--- config.mk ---
export PLATFORM = sky130hd
export DESIGN_NAME = cache_arbiter
export DESIGN_NICKNAME = d
export VERILOG_FILES = /design/src/rtl/cache_parameters_pkg.sv /design/src/rtl/cache_arbiter_rr_picker.sv /design/src/rtl/cache_arbiter.sv
export SDC_FILE = /design/constraint.sdc
export NUM_CORES = 1
export LEC_CHECK = 0
export ABC_AREA = 1
export CORE_UTILIZATION = 30
export CTS_CLUSTER_DIAMETER = 120
export DETAILED_ROUTE_END_ITERATION = 10
export GPL_ROUTABILITY_DRIVEN = 0
export PLACE_DENSITY = 0.76
export SLEW_MARGIN = 20
export SYNTH_ARGS = -nofsm -noshare
export SYNTH_HDL_FRONTEND = slang
export SYNTH_SLANG_ARGS = --single-unit
--- constraint.sdc ---
create_clock -name clk -period 3.09 [get_ports clk]
set_input_delay 0.4635 -clock clk [delete_from_list [all_inputs] [get_ports clk]]
set_output_delay 0.4635 -clock clk [all_outputs]
set_load 0.1 [all_outputs]
--- src/rtl/cache_parameters_pkg.sv ---
// Shared widths, operation codes and handshake structs for the cache and
// the two-port arbiter that sits in front of its processor-side port.
package cache_parameters;

  localparam int ADDRESS_BUSWIDTH = 32;
  localparam int DATA_BUSWIDTH    = 32;
  localparam int ARB_NPORTS       = 2;

  // Processor-side operation codes
  localparam logic [1:0] OPNONE  = 2'd0;
  localparam logic [1:0] OPREAD  = 2'd1;
  localparam logic [1:0] OPWRITE = 2'd2;

  typedef enum logic {ARB_IDLE, ARB_BUSY} type_arb_state_e;

  // Processor -> cache request. Handshake: the cache takes a request while
  // valid=1 and answers with cache2processor.valid=1 for exactly one cycle;
  // the requester holds operation/address/data stable until that answer.
  typedef struct packed {
    logic [1:0]                  operation;
    logic                        valid;
    logic                        ready;
    logic [ADDRESS_BUSWIDTH-1:0] address;
    logic [DATA_BUSWIDTH-1:0]    data;
  } type_processor2cache_s;

  // Cache -> processor response; ready=1 means a new request may be issued.
  typedef struct packed {
    logic                     valid;
    logic                     ready;
    logic [DATA_BUSWIDTH-1:0] data;
  } type_cache2processor_s;

  // One requester's transaction, used for the per-port view and the latch.
  typedef struct packed {
    logic [1:0]                  op;
    logic [ADDRESS_BUSWIDTH-1:0] address;
    logic [DATA_BUSWIDTH-1:0]    data;
  } type_arb_req_s;

  // One-hot vector selecting a single arbiter port
  function automatic logic [ARB_NPORTS-1:0] port_onehot(input logic idx);
    logic [ARB_NPORTS-1:0] oh;
    oh = '0;
    oh[idx] = 1'b1;
    return oh;
  endfunction

endpackage

--- src/rtl/cache_arbiter_rr_picker.sv ---
// Two-way round-robin picker: a lone requester always wins, on a tie the
// port named by prio wins. Purely combinational.
module rr_picker
  import cache_parameters::*;
(
  input  logic [ARB_NPORTS-1:0] req,
  input  logic                  prio,
  output logic [ARB_NPORTS-1:0] grant,
  output logic                  idx
);

  // Resolve the winner index, then expand it to a one-hot grant
  always_comb begin
    idx   = 1'b0;
    grant = '0;
    case (req)
      2'b01:   idx = 1'b0;
      2'b10:   idx = 1'b1;
      2'b11:   idx = prio;
      default: idx = 1'b0;
    endcase
    if (|req) begin
      grant = port_onehot(idx);
    end
  end

endmodule

--- src/rtl/cache_arbiter.sv ---
// Shares the cache's single processor-side port between instruction fetch
// (port 0) and the load/store unit (port 1). One transaction at a time:
// IDLE grants a port and latches its payload, BUSY presents the latched
// payload to the cache until it answers or the timeout counter expires.
// Every transaction ends with one IDLE cycle so a requester that saw its
// resp_valid/resp_err pulse can drop req_valid before the next grant.
module cache_arbiter
  import cache_parameters::*;
#(
  parameter int ADDRESS_BUSWIDTH = cache_parameters::ADDRESS_BUSWIDTH,
  parameter int DATA_BUSWIDTH    = cache_parameters::DATA_BUSWIDTH,
  parameter int TIMEOUT_CYCLES   = 64
) (
  input  logic                                         clk,
  input  logic                                         reset,
  input  logic [ARB_NPORTS-1:0]                        req_valid,
  input  logic [ARB_NPORTS-1:0][1:0]                   req_op,
  input  logic [ARB_NPORTS-1:0][ADDRESS_BUSWIDTH-1:0]  req_addr,
  input  logic [ARB_NPORTS-1:0][DATA_BUSWIDTH-1:0]     req_data,
  output logic [ARB_NPORTS-1:0]                        resp_valid,
  output logic [ARB_NPORTS-1:0]                        resp_err,
  output logic [DATA_BUSWIDTH-1:0]                     resp_data,
  output type_processor2cache_s                        processor2cache,
  input  type_cache2processor_s                        cache2processor,
  output logic                                         dbg_state,
  output logic                                         dbg_prio
);

  localparam int CNT_W = (TIMEOUT_CYCLES > 2) ? $clog2(TIMEOUT_CYCLES) : 1;
  localparam logic [CNT_W-1:0] CNT_MAX = CNT_W'(TIMEOUT_CYCLES - 1);

  type_arb_state_e       state_q, state_d;
  logic                  prio_q, prio_d;
  logic                  winner_q, winner_d;
  logic [CNT_W-1:0]      cnt_q, cnt_d;
  type_arb_req_s         lat_q, lat_d;

  logic [ARB_NPORTS-1:0] eligible;
  logic [ARB_NPORTS-1:0] pick_grant;
  logic                  pick_idx;
  logic                  resp_hit;
  logic                  err_hit;

  // A port competes only when it is valid and asks for a real operation
  always_comb begin
    eligible = '0;
    for (int i = 0; i < ARB_NPORTS; i++) begin
      eligible[i] = req_valid[i] && (req_op[i] != OPNONE);
    end
  end

  rr_picker u_picker (
    .req   (eligible),
    .prio  (prio_q),
    .grant (pick_grant),
    .idx   (pick_idx)
  );

  // Next-state logic: grant/latch in IDLE, complete or time out in BUSY
  always_comb begin
    state_d  = state_q;
    prio_d   = prio_q;
    winner_d = winner_q;
    cnt_d    = cnt_q;
    lat_d    = lat_q;
    resp_hit = 1'b0;
    err_hit  = 1'b0;
    case (state_q)
      ARB_IDLE: begin
        if (cache2processor.ready && (|pick_grant)) begin
          lat_d.op      = req_op[pick_idx];
          lat_d.address = req_addr[pick_idx];
          lat_d.data    = req_data[pick_idx];
          winner_d      = pick_idx;
          cnt_d         = '0;
          state_d       = ARB_BUSY;
        end
      end
      ARB_BUSY: begin
        // A response on the last allowed cycle still wins over the timeout
        if (cache2processor.valid) begin
          resp_hit = 1'b1;
          prio_d   = ~winner_q;
          state_d  = ARB_IDLE;
        end else if (cnt_q == CNT_MAX) begin
          err_hit  = 1'b1;
          prio_d   = ~winner_q;
          state_d  = ARB_IDLE;
        end else begin
          cnt_d = cnt_q + 1'b1;
        end
      end
      default: state_d = ARB_IDLE;
    endcase
  end

  // State registers; reset abandons any in-flight transaction silently
  always_ff @(posedge clk) begin
    if (reset) begin
      state_q  <= ARB_IDLE;
      prio_q   <= 1'b0;
      winner_q <= 1'b0;
      cnt_q    <= '0;
      lat_q    <= '0;
    end else begin
      state_q  <= state_d;
      prio_q   <= prio_d;
      winner_q <= winner_d;
      cnt_q    <= cnt_d;
      lat_q    <= lat_d;
    end
  end

  // Cache-side request: driven from the latch only while BUSY so the cache
  // never sees the requester's live (possibly changing) payload
  always_comb begin
    processor2cache       = '0;
    processor2cache.ready = 1'b1;
    if (state_q == ARB_BUSY) begin
      processor2cache.valid     = 1'b1;
      processor2cache.operation = lat_q.op;
      processor2cache.address   = lat_q.address;
      processor2cache.data      = lat_q.data;
    end
  end

  // Requester-side pulses go to the winner only; suppressed while reset is
  // asserted so an aborted transaction never completes
  always_comb begin
    resp_valid = '0;
    resp_err   = '0;
    resp_data  = '0;
    if (!reset) begin
      if (resp_hit) begin
        resp_valid = port_onehot(winner_q);
        resp_data  = cache2processor.data;
      end
      if (err_hit) begin
        resp_err = port_onehot(winner_q);
      end
    end
  end

  assign dbg_state = state_q;
  assign dbg_prio  = prio_q;

endmodule

* After elaboration in Yosys (flattened, before gate mapping)
Cells that the tools add are included.
** Word-level totals
- Output and inout bits :: 106
- Register bits :: 75
- Input bits :: 170
- Word-level logic and storage cells :: 68
** Cells by class
- Equal/unequal tests :: 6
- Muxes and demuxes :: 35
- Reduce and logical (&&, ||, !) cells :: 13
- Bitwise logic cells :: 2
- $lt $le $gt $ge :: 4
- $add $sub $neg :: 1
** Operators with widths (count)
- 2-to-1 mux 32 bit :: 6
- 2-to-1 mux 64 bit :: 1
- 2-to-1 mux 6 bit :: 3
- 2-to-1 mux 2 bit :: 7
- 2-to-1 mux 1 bit :: 12
- one-hot mux 6 bit (2 select lines) :: 1
- adder 6 x 1 -> 6 bit, second input constant :: 1
- == test 6 bit, second input constant :: 1
- inequality test 2 bit, second input constant :: 3
- nonzero test 2 bit :: 3
- logical AND 1 bit :: 5
- == test 2 bit, second input constant :: 2
- < comparator 1 x 2 -> 1 bit, second input constant :: 2
- one-hot mux 1 bit (2 select lines) :: 2
- AND reduction 2 bit :: 2
- OR reduction 2 bit :: 2
- 2-to-1 mux 3 bit :: 1
- AND reduction 3 bit :: 1
- demux 1 bit (select 1 bit) :: 2
- >= comparator 1 bit, second input constant :: 2
- inverter 1 bit :: 2

* Depth between registers and ports, before layout
- Depth after elaboration :: 13
- Depth in mapped cells :: 10
- Gate-level depth less buffers :: 8

* Hierarchy
From an unflattened synthesis, not the netlist that was laid out.
** Unflattened totals
- Cells, all modules :: 796
- Area total of the unflattened synthesis :: 4561.9 µm²
** By module, submodules not included
- cache_arbiter :: area each 4536.9 µm², times used 1, cells an instance 790, seq. area each 1501.4 µm²
- rr_picker :: area each 25.0 µm², times used 1, cells an instance 6, seq. area each 0.0 µm²

* Worst setup path after synthesis
Ideal clock, no wire load.
- Kind :: flip-flop to output port
- From :: reg state_q, in the netlist dbg_state
- To :: out resp_err[0]
- Stages on the path, launching flop included :: 6
- Arrival :: 3.555 ns
- Required time :: 2.626 ns
- Buffers on the path :: 1
- Setup slack :: -0.928 ns
- Cell sequence :: dfxtp_1 -> buf_4 -> inv_1 -> nor2_2 -> nand2_1 -> nor3_1
** Between the ends
- Word-level cells in the longest chain between the ends :: 3
** Ends and longest elaborated chain
- from (decl) :: RTL line cache_arbiter.sv:32 : type_arb_state_e state_q, state_d;
- from (signal assigned) :: RTL line cache_arbiter.sv:106 : state_q <= state_d;
- 2-to-1 mux 1 bit :: RTL line cache_arbiter.sv:68 : case (state_q)
- 2-to-1 mux 2 bit :: RTL line cache_arbiter.sv:138 : if (err_hit) begin
- 2-to-1 mux 2 bit :: RTL line cache_arbiter.sv:133 : if (!reset) begin
- to (decl) :: RTL line cache_arbiter.sv:21 : output logic [ARB_NPORTS-1:0] resp_err,
No other way between the ends.

==> metrics.md <==
| Metric | Value |
|---|---|
| Outcome | finished, final reports clean |
| Routed len/inst | around 12 µm |
| Most area-hungry cell type in the Yosys netlist | sky130_fd_sc_hd__dfxtp_1 |
| Post-synth ARST share | 0 |
| Fmax | just under 0.4 GHz |
| Via count of the first global-routing pass | 5,340 |
| Post-route cell area | 8107 µm² |
| Avg Vias per Cell | between 4 and 5 |
| Relative area change from synthesis to final layout | 68.07% |
| Max-slew headroom | 0.4725 |
| Layout net count | 1,278 |
| Grt ovf | 0 |
| Critical setup path kind | flop to output port |
| IR Drop Worst-Case VDD | 0.2137 mV |
| Slack of the critical path | approximately 0.53 ns |
| Initial DRT Pass Iterations | 4 |
| Slew Viols, Final | 0 |
| Ant. Diodes | 0 |
| Transition time of the tightest slew-check pin | ~0.79 ns |
| Top cell type's share of synthesized area | 0.3113 |
| Total setup violations reported at the end of the flow | 0 |
| Worst reg-to-reg setup slack | 0.86 ns |
| Endpoint of the lowest-slack register-to-register path | lat_q[52] |
| Hold EP | lat_q[33] |
| Startpoint of the lowest-slack register-to-register path | dbg_state |
| Per-instance average area after synthesis | about 5.6 µm² |
| Port bufs | 274 |
| Total leakage power | ~4.8 nW |
| Number of gates given a new drive strength after cts | 0 |
| Standard-cell row count | 45 |
| Kind of cell adding the most delay to the critical path | buffers and inverters |
| Root cell of the clock tree | sky130_fd_sc_hd__clkbuf_16 |
| Via count | about 5,700 |
| Number of synthesized flops with an enable pin | 0 |
| Signal arrival time at the worst endpoint | ~2.1 ns |
| Setup tns final | 0 ns |
| Worst hold slack | ~0.47 ns |
| Die width | between 100 and 150 µm |
| Cell variety after synth | 22 |
| Slowest stage delay, CP | between 0.6 and 0.7 ns |
| Post CTS Setup Buffer Count | 0 |
| Endpoints failing hold | 0 |
| Filler Cell Count | roughly 1,500 |
| Cells taking the most area after synthesis | sky130_fd_sc_hd__dfxtp_1 (31%), sky130_fd_sc_hd__nand2_1 (22%), sky130_fd_sc_hd__inv_1 (19%) |
| Starting DRC count in detailed routing | 225 |
| Die Y-Extent | approximately 130 µm |
| Top_reg_cell synth | sky130_fd_sc_hd__dfxtp_1 |
| Starting utilization of the core area | 0.3127 |
| Slowest library cell on the worst path | sky130_fd_sc_hd__dfxtp_2 |
| Cell-by-cell listing of the critical path | buf_4 > nand2_1 > inv_1 > buf_4 |
| Largest net degree at the start of global routing | 71 |
| Final worst-path cycle share | 0.8275 |
| Post-Synthesis Cells | ~860 |
| Mapped Area | about 4800 µm² |
| Die footprint | roughly 17,000 µm² |
| CORE AREA | between 15,000 and 20,000 µm² |
| Clock tree from TritonCTS | done |
| Max Cap Viol | 0 |
| Cell area power density | 370.8 nW/µm² |
| Worst-case clock skew | between 0.003 and 0.004 ns |
| Hold Path Stages | 2 |
| Worst slack after detailed placement | around 0.74 ns |
| Total clock buffers created by CTS | 9 |
| Most frequent cell after synthesis | sky130_fd_sc_hd__nand2_1 |
| Clock input transition at the sequential cells of the worst setup and hold paths | approximately 0.06 ns |
| Setup repair after global routing missed its margin | no |
| Ys Warns | 0 |
| Combined buffer and inverter count along the critical path | 3 |
| Sequential share of the synthesized area | 0.3113 |
| Sink Count | between 70 and 80 |
| Skew-Pair Late Insertion Delay | 0.33 ns |
| Number of antenna violations at the first check in global routing | 0 |
| Hold crit path type | flop to flop |
| DP HPWL | 12,110 µm |
| Final ANT Viol Nets | 0 |
| Max FO, Critical Path | 48 |
| Syn Nets | roughly 1,000 |
| Data required time at the worst endpoint | 2.63 ns |
| Proportion of layout cells with a drive suffix above 1 | 0.1286 |
| Number of levels in the clock H-tree | 3 |
| Number of buffers on the longest clock path | 2 |
| Element type at the critical path start | flop |
| Number of synthesized register bits | 75 |
| Num ports | 276 |
| Total placed instance area | ~7800 µm² |
| Worst-case reg-to-reg path depth | 6 |
| Overall routed net length | between 15,000 and 20,000 µm |
| Tmin final | between 2 and 3 ns |
| Min-delay src | lat_q[33] |
| Type of destination of the critical path | output port |
| Cell type with the highest occurrence count on the critical path | sky130_fd_sc_hd__buf_4 |
| Cell types with the highest counts after synthesis | sky130_fd_sc_hd__nand2_1 (283), sky130_fd_sc_hd__inv_1 (241), sky130_fd_sc_hd__nand3_1 (145) |
| GRT Overall Usage | 0.1944 |
| Final routed DRC violation total | 0 |
| CTS Hold Bufs | 0 |
| Wire length of the first global-routing pass | around 25,000 µm |
| Final total power | approximately 3 mW |
-- report_power, final --
| part | internal, mW | switching [mW] | leakage [nW] |
|---|---|---|---|
| logic | 0.328 | 0.463 | 3.99 |
| clock network | 0.746 | 0.391 | 0.165 |
| registers | 1.04 | 0.0411 | 0.614 |
-- metrics by stage --
step | utilization | instances
finish | 0.5255 | 1323
global route | 0.5255 | 1323
CTS | 0.5255 | 1323
detailed placement | 0.5042 | 1307
global placement | 0.5042 | 1307
floorplan | - | 861
-- metal layers --
layer / share of wire / vias up / GRT usage
met4: 0.019 / 0 / 0.06782
met2: 0.51 / 198 / 0.3707
met5: 0 / - / 0
met3: 0.082 / 20 / 0.05322
li1: - / 2955 / -
met1: 0.39 / 2489 / 0.2030
-- sequential cells by signal (all words and copies together), names as in the netlist --
name / cells
winner_q: 1
dbg_prio: 1
lat_q: 66
dbg_state: 1
cnt_q: 6
-- placed cells by master (no fill, tap or decap) --
cell,synthesis,routed
sky130_fd_sc_hd__o21ai_1,1,1
sky130_fd_sc_hd__dfxtp_1,75,74
sky130_fd_sc_hd__ha_1,1,1
sky130_fd_sc_hd__nor3_2,0,2
sky130_fd_sc_hd__buf_12,0,35
sky130_fd_sc_hd__nand2_2,2,2
sky130_fd_sc_hd__nand2_1,283,283
sky130_fd_sc_hd__inv_2,2,2
sky130_fd_sc_hd__inv_1,241,241
sky130_fd_sc_hd__dfxtp_2,0,1
sky130_fd_sc_hd__clkbuf_16,0,9
sky130_fd_sc_hd__bufinv_16,0,2
sky130_fd_sc_hd__nor3b_1,1,1
sky130_fd_sc_hd__nor2_1,41,41
sky130_fd_sc_hd__buf_4,18,81
sky130_fd_sc_hd__clkbuf_8,0,2
sky130_fd_sc_hd__clkinv_2,0,3
sky130_fd_sc_hd__nand4_1,1,1
sky130_fd_sc_hd__conb_1,1,1
sky130_fd_sc_hd__nor2_4,2,2
sky130_fd_sc_hd__nand3_1,145,145
sky130_fd_sc_hd__o21ai_0,3,3
sky130_fd_sc_hd__a21oi_1,8,8
sky130_fd_sc_hd__clkdlybuf4s50_1,0,169
sky130_fd_sc_hd__nor2_2,2,2
-- tightest hold or removal path, cell delays in order, from the launching register on --
cell and delay [ns]:
sky130_fd_sc_hd__dfxtp_1 0.31, sky130_fd_sc_hd__nand3_1 0.07, sky130_fd_sc_hd__nand2_1 0.05
-- logic make-up after synthesis --
family,share of synthesized area
fa+ha+maj,0.002594
buf+inv,0.2555
simple gates,0.4174
compound gates,0.01245
flops,0.3113
other cells,0.0007775
-- cell type report --
| class | count | area [µm²] | area share |
|---|---|---|---|
| Sequential cell | 75 | 1503 | 0.1854 |
| Clock buffer | 11 | 252.7 | 0.03118 |
| Multi-Input combinational cell | 493 | 2100 | 0.2590 |
| Tap cell | 211 | 264.0 | 0.03257 |
| Timing Repair Buffer | 285 | 3000 | 0.3701 |
| Clock inverter | 5 | 75.07 | 0.009261 |
| Inverter | 243 | 912.1 | 0.1125 |
-- how the worst max path moves through the flow --
stage	cells after the start	slack [ns]	to	start
finish	4	0.53	processor2cache[22]	dbg_state
global route	4	0.41	processor2cache[22]	dbg_state
CTS	4	0.51	processor2cache[22]	dbg_state
detailed placement	5	0.74	resp_data[21]	cache2processor[33]
global placement	5	0.78	resp_data[21]	cache2processor[33]
floorplan	4	-0.23	resp_data[10]	dbg_state
Power figures use the tool's default switching activity.
